===== config.mk =====
export PLATFORM = sky130hd
export DESIGN_NAME = regfile_bist
export DESIGN_NICKNAME = d
export VERILOG_FILES = /design/src/rtl/regfile_pkg.sv /design/src/rtl/regfile_bist_check.sv /design/src/rtl/regfile_bist.sv
export SDC_FILE = /design/constraint.sdc
export NUM_CORES = 1
export LEC_CHECK = 0
export CORE_AREA = 2 2 85 87
export CTS_CLUSTER_SIZE = 8
export DETAILED_ROUTE_END_ITERATION = 12
export DIE_AREA = 0 0 87 89
export GPL_TIMING_DRIVEN = 0
export PLACE_DENSITY_LB_ADDON = 0.12
export SYNTH_ARGS = -nofsm -noshare
export SYNTH_HDL_FRONTEND = slang
export SYNTH_SLANG_ARGS = --single-unit

===== constraint.sdc =====
create_clock -name clk -period 4.1 [get_ports clk]
set_input_delay 1.025 -clock clk [delete_from_list [all_inputs] [get_ports clk]]
set_output_delay 1.025 -clock clk [all_outputs]
set_load 0.05 [all_outputs]

===== src/rtl/regfile_pkg.sv =====
// Shared types and constants for the register-file self-test.
// The helper functions produce each register's write value and its expected read value.
package regfile_pkg;
  localparam int         NUM_REGS = 32;
  localparam logic [4:0] ZERO_REG = 5'd31;
  localparam int         REG_W    = 64;

  typedef enum logic [1:0] {IDLE, WRITE, READ, DONE} bistState_t;

  function automatic logic [REG_W-1:0] idxMul(input logic [4:0] idx, input logic [REG_W-1:0] pat);
    return {{(REG_W-5){1'b0}}, idx} * pat;
  endfunction

  // X31 is hardwired to zero, so its expected read value ignores the pattern
  function automatic logic [REG_W-1:0] expVal(input logic [4:0] idx, input logic [REG_W-1:0] pat);
    return (idx == ZERO_REG) ? '0 : idxMul(idx, pat);
  endfunction
endpackage


===== src/rtl/regfile_bist_check.sv =====
// Dual-port comparator: checks both read ports against their expected values
// in the same cycle.
module regfile_bist_check
  import regfile_pkg::*;
#(
  parameter logic [REG_W-1:0] PATTERN = 64'h0000010204080001
) (
  input  logic [4:0]       idx0,
  input  logic [4:0]       idx1,
  input  logic [REG_W-1:0] readData0,
  input  logic [REG_W-1:0] readData1,
  output logic             mismatch0,
  output logic             mismatch1
);
  assign mismatch0 = (readData0 != expVal(idx0, PATTERN));
  assign mismatch1 = (readData1 != expVal(idx1, PATTERN));
endmodule


===== src/rtl/regfile_bist.sv =====
// Register-file BIST: writes i*PATTERN into every register, then reads the
// registers back in pairs (i, 31-i) and reports the first register that mismatches.
module regfile_bist
  import regfile_pkg::*;
#(
  parameter logic [REG_W-1:0] PATTERN = 64'h0000010204080001
) (
  input  logic             clk,
  input  logic             reset_n,
  input  logic             start,
  output logic             busy,
  output logic             done,
  output logic             pass,
  output logic [4:0]       fail_reg,
  output logic [REG_W-1:0] writeData,
  output logic [4:0]       writeReg,
  output logic             regWrEn,
  output logic [4:0]       readReg0,
  output logic [4:0]       readReg1,
  input  logic [REG_W-1:0] readData0,
  input  logic [REG_W-1:0] readData1
);
  bistState_t state, stateNxt;
  logic [4:0] idx, idxNxt;
  logic       passQ, passNxt;
  logic [4:0] failQ, failNxt;
  logic       mismatch0, mismatch1;

  regfile_bist_check #(.PATTERN(PATTERN)) uCheck (
    .idx0      (readReg0),
    .idx1      (readReg1),
    .readData0 (readData0),
    .readData1 (readData1),
    .mismatch0 (mismatch0),
    .mismatch1 (mismatch1)
  );

  always_ff @(posedge clk or negedge reset_n) begin
    if (!reset_n) begin
      state <= IDLE;
      idx   <= '0;
      passQ <= 1'b0;
      failQ <= '0;
    end else begin
      state <= stateNxt;
      idx   <= idxNxt;
      passQ <= passNxt;
      failQ <= failNxt;
    end
  end

  always_comb begin
    stateNxt  = state;
    idxNxt    = idx;
    passNxt   = passQ;
    failNxt   = failQ;
    busy      = 1'b0;
    done      = 1'b0;
    regWrEn   = 1'b0;
    writeReg  = '0;
    writeData = '0;
    readReg0  = '0;
    readReg1  = '0;
    unique case (state)
      IDLE, DONE: begin
        done = (state == DONE);
        if (start) begin
          stateNxt = WRITE;
          idxNxt   = '0;
          passNxt  = 1'b0;
          failNxt  = '0;
        end
      end
      WRITE: begin
        busy      = 1'b1;
        regWrEn   = 1'b1;
        writeReg  = idx;
        // X31 is written too, so a register that fails to stay at zero is caught
        writeData = idxMul(idx, PATTERN);
        idxNxt    = idx + 5'd1;
        if (idx == ZERO_REG) stateNxt = READ;
      end
      READ: begin
        busy     = 1'b1;
        readReg0 = idx;
        readReg1 = ZERO_REG - idx;
        idxNxt   = idx + 5'd1;
        if (mismatch0) begin
          stateNxt = DONE;
          passNxt  = 1'b0;
          failNxt  = idx;
        end else if (mismatch1) begin
          stateNxt = DONE;
          passNxt  = 1'b0;
          failNxt  = ZERO_REG - idx;
        end else if (idx == ZERO_REG) begin
          stateNxt = DONE;
          passNxt  = 1'b1;
          failNxt  = '0;
        end
      end
      default: stateNxt = IDLE;
    endcase
  end

  assign pass     = passQ;
  assign fail_reg = failQ;
endmodule


; ---- After elaboration in Yosys (flattened, before gate mapping)
; Cells that the tools add are included.
[classes]
multipliers = 3
mux = 26
n_eq_ne = 11
n_addsub = 2
reduce_logical = 6
[op_table]
columns = cell, n
row1 = $mul A5 B41 Y46 const B, 3
row2 = $mux W46, 3
row3 = $ne A64 B64 Y1, 2
row4 = $mux W5, 7
row5 = $pmux W5 S2, 2
row6 = $eq A5 B5 Y1 const B, 3
row7 = $mux W2, 5
row8 = $mux W1, 7
row9 = $pmux W2 S3, 1
row10 = $reduce_and A3 Y1, 2
row11 = $add A5 B1 Y5 const B, 1
row12 = $sub A5 B5 Y5 const A, 1
row13 = $eq A2 B2 Y1 const B, 2
row14 = $ne A2 B2 Y1 const B, 2
row15 = $ne A4 B4 Y1 const B, 1
row16 = $reduce_or A2 Y1, 2
row17 = $eq A2 B1 Y1 const B, 1
row18 = $logic_not A2 Y1, 1
row19 = $pmux W1 S2, 1
row20 = $reduce_bool A2 Y1, 1
[totals]
reg_bits = 13
wordCells = 52
out_inout_bits = 88
in_bits = 131

; ---- Depth between registers and ports, before layout
[logic_depth]
ltp_word = 8
depth_mapped = 11

; ---- Modules after synthesis
; A second synthesis with hierarchy kept.
[unflattened]
hier_cells = 246
hier_area_um2 = 2004.4
[by_module_without_submodules]
columns = module, cells_per_inst, area_each_um2, n_inst
row1 = regfile_bist, 154, 1360.1, 1
row2 = regfile_bist_check, 92, 644.4, 1

; ---- Worst setup path after synthesis
; Ideal clock, no wire load.
[synth_timing]
path_kind = input to register
startpoint = input port readData0[2]
endpoint = register state[1]
arrival_ns = 3.161
path_stages = 7
path_slack_ns = 0.819
setup_time_ns = 0.120
path_cell_list = or4_1 > a211oi_1 > o22ai_1 > or4_4 > or4_1 > buf_2 > a31o_1
[synth_via]
elab_chain_cells = 3
word_cells_on_any_way = 5
[synth_lines]
columns = element, line
row1 = start: declaration, regfile_bist.sv:20  ; input logic [REG_W-1:0] readData0,
row2 = $ne A64 B64 Y1 (*), regfile_bist_check.sv:15  ; assign mismatch0 = (readData0 != expVal(idx0, PATTERN));
row3 = $ne A4 B4 Y1 (no source line) or $mux W2 (tied branches), n/a
row4 = $reduce_and A3 Y1 (no source line) or $pmux W2 S3 (tied branches), n/a
row5 = end signal: assignment, regfile_bist.sv:45  ; state <= stateNxt;
row6 = end: declaration, regfile_bist.sv:23  ; bistState_t state, stateNxt;
; Every way passes the cells marked *; elsewhere a longest branch is shown, timed or not.
; A chain may end at the register's enable or synchronous reset.

; ---- Worst setup path in the final report
; Same ends and word-level chain as after synthesis.

==> impl_metrics.ini <==
[outcome]
status = complete, no violations

[floorplan]
ios = 219
start_util_pct = 30.6
core_area_um2 = 6720
dieArea_um2 = 7740
row_count = 30
dieHeight_um = 89
die_x_um = 87

[synth]
synth_warnings = 0
yosys.area.top_type = buf_4
syn_inst = 264
netlist.area_leader.share_pct = 23.4
yosysSeqAreaShare_pct = 15.8
synth-seq-cells = 13
synth.distinct_cells = 45
avgSynthCellArea_um2 = 7.78
synth_area_um2 = 2050
yosys-top-cells-area = buf_4, dfrtp_1, or4_1, nand4_1, nor4_1

[place]
routabilityCongestion = 0.894
place_hpwl_um = 7090
dp.cells = 561
portBuffers = 179

[sta]
slew_violations = 0
max_freq_mhz = 268
timing.hold.ws_ps = 557
setup_violations = 0
finalHoldViolations = 0
period_share_pct = 91.1
slew_headroom_pct = 26.3
rsz0062_at_grt = false
worstMarginPinSlew_ps = 1100
fin_skew_ps = 3.50
tns_ps = 0
period_needed_ps = 3740

[clock_tree]
worstSkewPairLatency_ps = 250
ctsResizeCount = 0
cts_root_buf = clkbuf_8
post_cts.repair.setup_buffers = 0
cts_sinks = 13
ctsHoldBuffers = 0
clockBufferDepth = 2
htree_num_levels = 1
cts_tree = built
cts_buffers = 3
clkTransAtPathRegs_ps = 70

[power_and_ir_drop]
p_switching_mw = 0.945
sw_frac_of_total_pct = 56.2
p_per_area_nw_per_um2 = 407
vdd_drop_max_uv = 347
combPwrFrac_pct = 80.1
power.share.clock_pct = 7.3
seq_power_share_pct = 12.6
leakage_nw = 1.74
totalPowerFinal_mw = 1.68
intPower_mw = 0.736

[cells_and_area]
antenna_cells = 0
syn_to_final_growth_pct = 101
fin_nets = 623
drive_above_1_share_pct = 16.5
final-instance-count-excl-fill = 565

[worst_setup_path]
cp_max_fo = 6
worst-setup-path-type = in2reg
crit_arrival_ps = 3870
r2r_cells = 10
critPathRequiredTime_ps = 4240
critical_path.most_common_cell = or4_1
crit_chain = clkdlybuf4s50_1, or4_1, a211oi_1, o22ai_1, or4_4, or4_1, buf_2, a31o_1
cp_slowest_cell = or4_4
slowest_delay_ps = 600
end_kind = register
startpoint_type = input port

[route]
dr.pass1.iters = 4
routedWlPerCell_um = 14.4
routed_wl_um = 8130
vias = 2754
drt_iter0_drc = 78
via_per_inst = 4.87
antenna_left = 0
drc = 0

[global_route]
grtUsageTotal_pct = 18.7
grt_overflow = 0
grt_max_degree = 14
grt_first_pass_wirelength_um = 11600
antenna_found_initial = 0
grt_pass1_vias = 2541

[min_path]
hold_depth = 2
min_path_type = reg2reg

[job]
drv_cap = 0
## metrics by stage
step	worst slack, ps	util (%)	instance area (um2)
global route	337	61.5	4130
detailed placement	180	60.8	4090
CTS	434	61.5	4130
floorplan	819	-	2200
finish	364	61.5	4130
global placement	251	60.8	4090
## worst paths after layout
| check | from | end | slack (ps) |
|---|---|---|---|
| worst max-delay path | readData0[2] | state[1] | 360 |
| worst min-delay path | pass | pass | 560 |
| worst max register to register | state[0] | state[1] | 960 |
| worst min register to register | pass | pass | 560 |
| max in group asynchronous | reset_n | idx[0] | 2520 |
| min in group asynchronous | reset_n | pass | 1170 |
## synthesized netlist by cell type, drive strengths merged
master	n
nor4	17
o211a	1
dfrtp	13
conb	1
o32ai	1
buf	72
nand3	5
a211o	5
a21oi	2
and4	11
nand2b	2
a22oi	6
a211oi	4
or2	1
a31oi	1
nor3	6
or4	19
a31o	1
and2	7
a21o	1
o311ai	1
nor4b	2
ha	6
nand2	11
o211ai	5
a2bb2oi	2
nor2b	5
nand4	19
or3	1
nor2	9
o41ai	1
o21ai	5
o22ai	2
a32oi	1
inv	12
and3	1
clkbuf	1
o2bb2ai	2
o31ai	2
## metal layers
layer / wire length, um / GRT usage, %
met5: 0 / 0
met4: 108 / 4.12
met3: 827 / 4.16
met2: 4280 / 36.6
met1: 2920 / 20.5
## power groups by stage
stage	logic, mW	clock network, mW	registers (mW)
after floorplan	0.862	0	0.237
after global placement	1.33	0	0.210
after detailed placement	1.34	0	0.210
after CTS	1.35	0.121	0.209
after global routing	1.42	0.130	0.217
final	1.35	0.123	0.211
## logic make-up (layout without fill, tap and decap cells)
kind of cell / count (synthesis) / after routing / share of synthesized area [%]
AND/OR/NAND/NOR: 116 / 116 / 36.1
buffers and inverters: 85 / 268 / 28.0
AO/OA/AOI/OAI: 43 / 43 / 16.3
flip-flops: 13 / 13 / 15.8
adder cells (fa/ha/maj): 6 / 6 / 3.66
other: 1 / 39 / 0.183
## cell type report
class	instances	area (um2)
buffer	73	529
clock buffer	4	45.0
fill	625	2590
inverter	12	45.0
multi-input combinational	204	1300
sequential	13	325
tap	80	100
timing repair buffer	179	1790
## cells in the final DEF, fill, tap and decap left out, types with 7 or more instances in the layout
cell type	netlist	routed
clkdlybuf4s50_1	0	179
buf_4	64	64
conb_1	1	39
nand4_1	18	18
or4_1	17	17
nor4_1	17	17
dfrtp_1	13	13
inv_1	12	12
nand2_1	11	11
and4_1	11	11
nor2_1	9	9
and2_1	7	7
## worst max-delay path: cells and delay by family
family,cells,cell delay [ps]
AOI/OAI and AO/OA,3,690
buffers and inverters,2,570
and+or+nand+nor,3,1590
Note: power is estimated with default switching activity, not from simulation.
